[src/rtl/uart_pkg.sv]
// Shared UART definitions: FSM state encoding and default framing constants
// used by both the transmitter and the receiver.
package uart_pkg;

  localparam int UART_DBIT       = 8;
  localparam int UART_SB_TICK    = 16;
  localparam int UART_OVERSAMPLE = 16;

  typedef enum logic [1:0] {
    IDLE  = 2'd0,
    START = 2'd1,
    DATA  = 2'd2,
    STOP  = 2'd3
  } uart_state_e;

endpackage

[src/rtl/uart_baud_gen.sv]
// Oversampling baud tick generator: free-running 0..DVSR-1 counter with a
// synchronous clear so a frame can restart the bit timing phase-exactly.
module uart_baud_gen #(
  parameter int DVSR   = 163,
  parameter int DVSR_W = 8
) (
  input  logic clk,
  input  logic rst,
  input  logic clr,
  output logic tick
);

  localparam logic [DVSR_W-1:0] CNT_MAX = DVSR_W'(DVSR - 1);

  logic [DVSR_W-1:0] cnt_q;
  logic [DVSR_W-1:0] cnt_d;

  // next count: clear wins, otherwise wrap at CNT_MAX
  always_comb begin
    cnt_d = cnt_q;
    if (clr) begin
      cnt_d = '0;
    end else if (cnt_q == CNT_MAX) begin
      cnt_d = '0;
    end else begin
      cnt_d = cnt_q + DVSR_W'(1);
    end
  end

  // counter register
  always_ff @(posedge clk) begin
    if (rst) begin
      cnt_q <= '0;
    end else begin
      cnt_q <= cnt_d;
    end
  end

  assign tick = (cnt_q == CNT_MAX);

endmodule

[src/rtl/uart_tx_fifo_drain.sv]
// UART transmitter draining a TX byte FIFO: pops one word per frame and
// shifts it out LSB first as start / DBIT data / stop.
module uart_tx_fifo_drain
  import uart_pkg::*;
#(
  parameter int DBIT    = UART_DBIT,
  parameter int SB_TICK = UART_SB_TICK,
  parameter int DVSR    = 163,
  parameter int DVSR_W  = 8
) (
  input  logic            clk,
  input  logic            rst,
  input  logic            fifo_empty,
  input  logic [DBIT-1:0] fifo_rdata,
  output logic            fifo_rd,
  output logic            tx,
  output logic            tx_busy,
  output logic            tx_done_tick
);

  localparam int NW = (DBIT > 1) ? $clog2(DBIT) : 1;
  localparam logic [4:0]    S_LAST = 5'(UART_OVERSAMPLE - 1);
  localparam logic [4:0]    S_STOP = 5'(SB_TICK - 1);
  localparam logic [NW-1:0] N_LAST = NW'(DBIT - 1);

  uart_state_e     state_q, state_d;
  logic [DBIT-1:0] b_q, b_d;
  logic [NW-1:0]   n_q, n_d;
  logic [4:0]      s_q, s_d;
  logic            tx_q, tx_d;
  logic            rd_s;
  logic            done_s;
  logic            tick_s;

  // frame start also realigns the baud counter
  uart_baud_gen #(
    .DVSR   (DVSR),
    .DVSR_W (DVSR_W)
  ) u_baud (
    .clk  (clk),
    .rst  (rst),
    .clr  (rd_s),
    .tick (tick_s)
  );

  // next-state, datapath and line level computation
  always_comb begin
    state_d = state_q;
    b_d     = b_q;
    n_d     = n_q;
    s_d     = s_q;
    rd_s    = 1'b0;
    done_s  = 1'b0;
    case (state_q)
      IDLE: begin
        if (!fifo_empty && !rst) begin
          rd_s    = 1'b1;
          b_d     = fifo_rdata;
          s_d     = 5'd0;
          state_d = START;
        end else begin
          state_d = IDLE;
        end
      end
      START: begin
        if (tick_s) begin
          if (s_q == S_LAST) begin
            s_d     = 5'd0;
            n_d     = '0;
            state_d = DATA;
          end else begin
            s_d = s_q + 5'd1;
          end
        end else begin
          s_d = s_q;
        end
      end
      DATA: begin
        if (tick_s) begin
          if (s_q == S_LAST) begin
            s_d = 5'd0;
            b_d = {1'b0, b_q[DBIT-1:1]};
            if (n_q == N_LAST) begin
              state_d = STOP;
            end else begin
              n_d = n_q + NW'(1);
            end
          end else begin
            s_d = s_q + 5'd1;
          end
        end else begin
          s_d = s_q;
        end
      end
      STOP: begin
        if (tick_s) begin
          if (s_q == S_STOP) begin
            done_s  = 1'b1;
            state_d = IDLE;
          end else begin
            s_d = s_q + 5'd1;
          end
        end else begin
          s_d = s_q;
        end
      end
      default: begin
        state_d = IDLE;
      end
    endcase

    // line level follows the state being entered so tx changes with it
    case (state_d)
      IDLE:    tx_d = 1'b1;
      START:   tx_d = 1'b0;
      DATA:    tx_d = b_d[0];
      STOP:    tx_d = 1'b1;
      default: tx_d = 1'b1;
    endcase
  end

  // FSM and datapath registers
  always_ff @(posedge clk) begin
    if (rst) begin
      state_q <= IDLE;
      b_q     <= '0;
      n_q     <= '0;
      s_q     <= 5'd0;
      tx_q    <= 1'b1;
    end else begin
      state_q <= state_d;
      b_q     <= b_d;
      n_q     <= n_d;
      s_q     <= s_d;
      tx_q    <= tx_d;
    end
  end

  assign fifo_rd      = rd_s;
  assign tx           = tx_q;
  assign tx_busy      = (state_q != IDLE);
  assign tx_done_tick = done_s;

endmodule

[config.mk]
export PLATFORM = sky130hd
export DESIGN_NAME = uart_tx_fifo_drain
export DESIGN_NICKNAME = d
export VERILOG_FILES = /design/src/rtl/uart_pkg.sv /design/src/rtl/uart_baud_gen.sv /design/src/rtl/uart_tx_fifo_drain.sv
export SDC_FILE = /design/constraint.sdc
export NUM_CORES = 1
export LEC_CHECK = 0
export BUFFER_PORTS_ARGS = -buffer_cell sky130_fd_sc_hd__buf_2
export CORE_ASPECT_RATIO = 0.6
export CORE_UTILIZATION = 35
export CTS_CLUSTER_DIAMETER = 40
export DETAILED_ROUTE_END_ITERATION = 6
export SYNTH_ARGS = -nofsm -noshare
export SYNTH_HDL_FRONTEND = slang
export SYNTH_SLANG_ARGS = --single-unit
[constraint.sdc]
create_clock -name clk -period 3.7 [get_ports clk]
set_input_delay 0.185 -clock clk [delete_from_list [all_inputs] [get_ports clk]]
set_output_delay 0.185 -clock clk [all_outputs]
set_load 0.005 [all_outputs]
[Yosys cells after proc, flatten, opt, wreduce, memory -nomap -nowiden]
Index checks and enable logic that the tools add are counted.
Storage, ports and cells
  output and inout bits: 4
  logic and storage cells: 73
  bits of input ports: 11
  flip-flop bits (word level): 27
Operators by class
  eq/ne operators: 18
  reductions and logical operators: 14
  add/subtract/negate cells: 3
  mux-type cells: 31
Operators with widths (number)
  5-bit 2-to-1 mux: 5
  8-bit 2-to-1 mux: 3
  2-bit inequality test, second input constant: 8
  8-bit one-hot mux with 2 select lines: 1
  3-bit 2-to-1 mux: 5
  5-bit one-hot mux with 3 select lines: 1
  2-bit 2-to-1 mux: 7
  8-bit by 1-bit adder with 8-bit output, second input constant: 1
  2-bit == test, second input constant: 4
  8-bit == test, second input constant: 1
  2-bit one-hot mux with 4 select lines: 1
  4-bit AND reduction: 2
  1-bit 2-to-1 mux: 6
  3-bit one-hot mux with 2 select lines: 1
  6-bit AND reduction: 1
  2-bit nonzero test: 3
  5-bit by 1-bit adder with 5-bit output, second input constant: 1
  5-bit by 4-bit == test with 1-bit output, second input constant: 1
  2-bit by 1-bit == test with 1-bit output, second input constant: 2
  2-bit logical NOT: 2
  2-bit OR reduction: 2
  3-bit by 1-bit adder with 3-bit output, second input constant: 1
  3-bit == test, second input constant: 1
  1-bit one-hot mux with 3 select lines: 1
  4 further kinds: 5

[Longest topological paths before layout]
  depth after elaboration: 8
  mapped depth: 11
  depth with buffers taken out: 11

[Hierarchy]
From an unflattened synthesis, not the netlist that was laid out.
Second synthesis, totals
  cell total of the unflattened synthesis: 177
  area, all modules: 1555.2 um^2
By module, submodules not included
  uart_tx_fifo_drain: seq. area each 380.4 um^2, area each 1158.6 um^2, cells each 136, instances 1
  uart_baud_gen: seq. area each 160.2 um^2, area each 396.6 um^2, cells each 41, instances 1

[Least setup slack after synthesis]
OpenSTA, ideal clock, no wires.
  path type: register to register
  start point: register s_q[0]
  end point: register tx_q (netlist: tx)
  buffers on the path: 0
  setup slack: 1.493 ns
  stages on the path, launching flop included: 11
  data required time: 3.570 ns
  period minus slack after synthesis: 2.207 ns
  data arrival time: 2.077 ns
  library setup time: 0.130 ns
  cells stage by stage: dfxtp_1 ha_1 and3_1 ha_1 and4bb_2 a21oi_1 o21ai_0 a21o_1 ha_1 o31ai_1 a31oi_1
Between the ends
  longest elaborated chain between the ends: 7
  elaborated cells on any way between the ends: 17
  those cells by class: 4 x eq/ne; 11 x mux; 2 x reduce/logical
Ends and longest elaborated chain
  from (decl): RTL line uart_tx_fifo_drain.sv:29  | logic [4:0] s_q, s_d;
  from (signal assigned): RTL line uart_tx_fifo_drain.sv:128  | s_q <= 5'd0;
  from (signal assigned): RTL line uart_tx_fifo_drain.sv:134  | s_q <= s_d;
  5-bit by 4-bit == test with 1-bit output *: RTL line uart_tx_fifo_drain.sv:67, uart_tx_fifo_drain.sv:80, uart_tx_fifo_drain.sv:97
  2-bit 2-to-1 mux, on equally long branches: RTL line uart_tx_fifo_drain.sv:97, uart_tx_fifo_drain.sv:67, uart_tx_fifo_drain.sv:80
  2-bit 2-to-1 mux, on equally long branches: RTL line uart_tx_fifo_drain.sv:96, uart_tx_fifo_drain.sv:66, uart_tx_fifo_drain.sv:79
  2-bit one-hot mux with 4 select lines: RTL line uart_tx_fifo_drain.sv:54  | case (state_q)
  2-bit == test / 2-bit logical NOT (equally long branches): RTL line uart_tx_fifo_drain.sv:113  | case (state_d)
  2-bit OR reduction (no source line)
  1-bit one-hot mux with 3 select lines *: RTL line uart_tx_fifo_drain.sv:113
  to (signal assigned): RTL line uart_tx_fifo_drain.sv:135  | tx_q <= tx_d;
  to (decl): RTL line uart_tx_fifo_drain.sv:30  | logic tx_q, tx_d;
Mark *: on every way between the ends. The rest lies on a longest branch, timed or not. The select of a mux whose other input is x is not followed.
A chain may end at the register's enable or synchronous reset.

[Worst setup path in the final report]
Same ends and word-level chain as after synthesis.

==> impl_results.md <==
- Status: completed
- Post-synthesis register bit count: 27
- Pwr dens: 313.6 nW/µm²
- Multi-input gate area: ~1100 µm²
- Fill count: roughly 490
- Worst skew pair latency: about 0.28 ns
- DRT iter0 DRCs: 83
- Hold WS: between 0.1 and 0.15 ns
- Slowest CP cell: dfxtp_1
- CP Cell Sequence: ha_1 > and3_1 > ha_1 > and4b_1 > a41oi_1 > a21o_1 > ha_1 > o31ai_1 > a31oi_1
- Die height: roughly 56 µm
- TritonCTS clock tree: yes
- Final hold violations: 0
- Initial antenna violation count: 0
- Share of synthesized registers carrying an async set or reset: 0%
- Pin count of the biggest net entering global routing: 26
- First-pass GRT wire length: 6.479 mm
- Residual DRC: 0
- Synth Cell Area: ~1700 µm²
- Fin nets: around 240
- WL final: a little under 4 mm
- Max Clk Rate: approximately 410 MHz
- Origin of the worst min-delay path: fifo_rdata[7]
- H-tree Lvls: 1
- Vias: 1474
- Post-Layout Cell Count: between 200 and 300
- Combinational power share: between 10% and 20%
- Worst R2R Start: s_q[0]$_SDFFE_PP0P_
- Placed inst area: about 1800 µm²
- Register area share after synthesis: a little under a third
- Cell repeated most along the worst path: ha_1
- Post-synth EDFFs: 0
- Req. time, crit path: slightly below 4 ns
- Ys Warns: 0
- Setup Total Neg Slack: 0 ns
- Flop pwr share: about 54%
- Final slew viol count: 0
- Syn-to-layout area delta: 8.696%
- Leak pwr: about 0.00069 µW
- Switching pwr: around 160 µW
- Gr usage total: between 10% and 20%
- Reg clk slew, reported paths: about 0.1 ns
- Die span in x: slightly above 90 µm
- Clk pwr share: about 30%
- Worst Path Class, Setup: reg -> reg
- Postcts setup bufs: 0
- RSZ-0062 raised after global routing: no
- Worst R2R Setup Slack: about 1.3 ns
- Core ar.: 4612 µm²
- Power Internal: ~420 µW
- HP Class: in -> reg
- Share of cells above drive strength 1: between 10% and 20%
- Post-route clock skew: roughly 0.012 ns
- Worst slack, placed: 1.303 ns
- Max-Cap Viols: 0
- Clk root buf: clkbuf_8
- Post_cts resized: 0
- Wire per inst: about 14 µm
- Endpoints failing setup: 0
- CP endpoint kind: register
- DP HPWL: around 2.9 mm
- Row cnt: 19
- Crit-path max FO: 5
- Distinct cell type count after synthesis: 51
- Final cycle utilization of the critical path: about 66%
- Sw Ratio: 27.70%
- Vias per cell: ~5.5
- TritonCTS Buffers: 3
- Top FF cell, synth: dfxtp_1
- FF+latch area: between 500 and 600 µm²
- Routability cong.: approximately 0.9
- Clk sinks: 27
- Detailed Routing Iterations Pass 1: 4
- DRT antenna net count: 0
- CP max stage delay: a little under 0.4 ns
- Syn avg cell area: 8.619 µm²
- Critical path data arrival time: around 2.6 ns
- Die area: around 5100 µm²
- Vias in the first global route: 1222
- Port bufs: 14
- Peak VDD IR: 0.1657 mV
- # diodes: 0
- Fin crit period: roughly 2.4 ns
- Hold buffers post-CTS: 0
- Slew HR: between 50% and 60%
- Grt total ovfl: 0
- Placed insts: 266
- Worst setup SP type: register
- Clock Path Buffers: 2
- Syn_nets: 224
- IO Count: 15
- Final instance area: 1846 µm²
- Gate Count Post-Synth: a little under 200
- Worst slew pin tran: between 0.6 and 0.7 ns
- Starting density of the core: between 30% and 40%
- Start point of the critical path: s_q[0]$_SDFFE_PP0P_
- Post-route setup slack: ~1.3 ns
==> cell type report <==
class / count / share of cell area, %
timing repair buffer: 15 / 4.203
tap: 63 / 4.271
inverter: 8 / 1.627
sequential: 27 / 29.29
multi-input combinational: 153 / 58.17
clock buffer: 4 / 2.441
==> per-layer routing <==
metal | up-vias | wire length, µm | global-route usage (%)
li1 | 745 | - | -
met1 | 684 | 2218 | 27.49
met2 | 43 | 1409 | 19.08
met3 | 2 | 251 | 4.235
met4 | 0 | 10 | 2.455
met5 | - | 0 | 0
==> cell usage after synthesis, drive strengths merged, types with 3 or more instances <==
cell type,count,share of area (%)
dfxtp,27,32
nor2,24,5.3
ha,16,12
a21oi,11,3.2
nand2,11,2.6
o21ai,11,3.2
inv,8,1.8
a221oi,7,3.6
a22oi,7,3.1
buf,7,2.7
nand3,7,2.1
nor3,5,1.5
and3,4,1.5
xor2,4,2.1
mux2i,3,1.8
nor2b,3,1.1
o211ai,3,1.3
==> registers in the layout, summed over array words and instances, names as in the netlist <==
signal,flops
b_q,8
u_baud.cnt_q,8
s_q,5
n_q,3
state_q,2
tx,1
==> worst max-delay path: cells and delay by family, from the launching register on <==
kind,cells,cell delay [ns]
compound gates,4,0.71
fa+ha+maj,3,0.73
flops,1,0.39
simple gates,2,0.49
==> worst paths after layout <==
path	endpoint	depth (start not counted)
worst max-delay path	tx$_SDFF_PP1_	9
worst min-delay path	b_q[7]$_SDFFE_PP0P_	3
worst max register to register	tx$_SDFF_PP1_	9
worst min register to register	u_baud.cnt_q[0]$_SDFF_PP0_	1
==> power groups by stage <==
stage,logic [µW],registers (µW),clock network [µW]
5_1_grt,101,317,189
3_5_place_dp,90.2,321,0
4_1_cts,90.5,315,178
2_1_floorplan,65.4,319,0
6_report,91.1,315,173
3_3_place_gp,91.5,322,0
==> cells by family after synthesis <==
family | after synthesis | synth area share (%)
xor gates and xnor gates | 6 | 3.095
and+or+nand+nor | 72 | 23.73
adders and majority gates | 16 | 11.79
buffers and inverters | 17 | 4.937
AOI/OAI and AO/OA | 55 | 22.18
DFF | 27 | 31.84
muxes | 4 | 2.432
==> per-stage QoR <==
stage	utilization (%)	total power, µW
after floorplan	-	384.1
after global placement	39.04	413.1
after detailed placement	39.04	411.6
after CTS	40.02	583.2
after global routing	40.02	607.5
final	40.02	578.8
==> cells in the final DEF (no fill, tap or decap), drive strengths merged, types with 2 or more instances in the layout <==
master / synthesis / final
or4b: 2 / 2
nand3: 7 / 7
and3: 4 / 4
nor2b: 3 / 3
ha: 16 / 16
nand2: 11 / 11
o21a: 2 / 2
inv: 8 / 8
or3: 2 / 2
o21ai: 11 / 11
a41oi: 2 / 2
a221oi: 7 / 7
a211oi: 2 / 2
nor3: 5 / 5
xnor2: 2 / 2
o31ai: 2 / 2
nand2b: 2 / 2
xor2: 4 / 4
a31oi: 2 / 2
nand4bb: 2 / 2
nor3b: 2 / 2
a21oi: 11 / 11
o211ai: 3 / 3
a22oi: 7 / 7
dfxtp: 27 / 27
clkbuf: 2 / 4
nor2: 24 / 24
buf: 7 / 15
mux2i: 3 / 3
(Power assumes the default switching activity.)
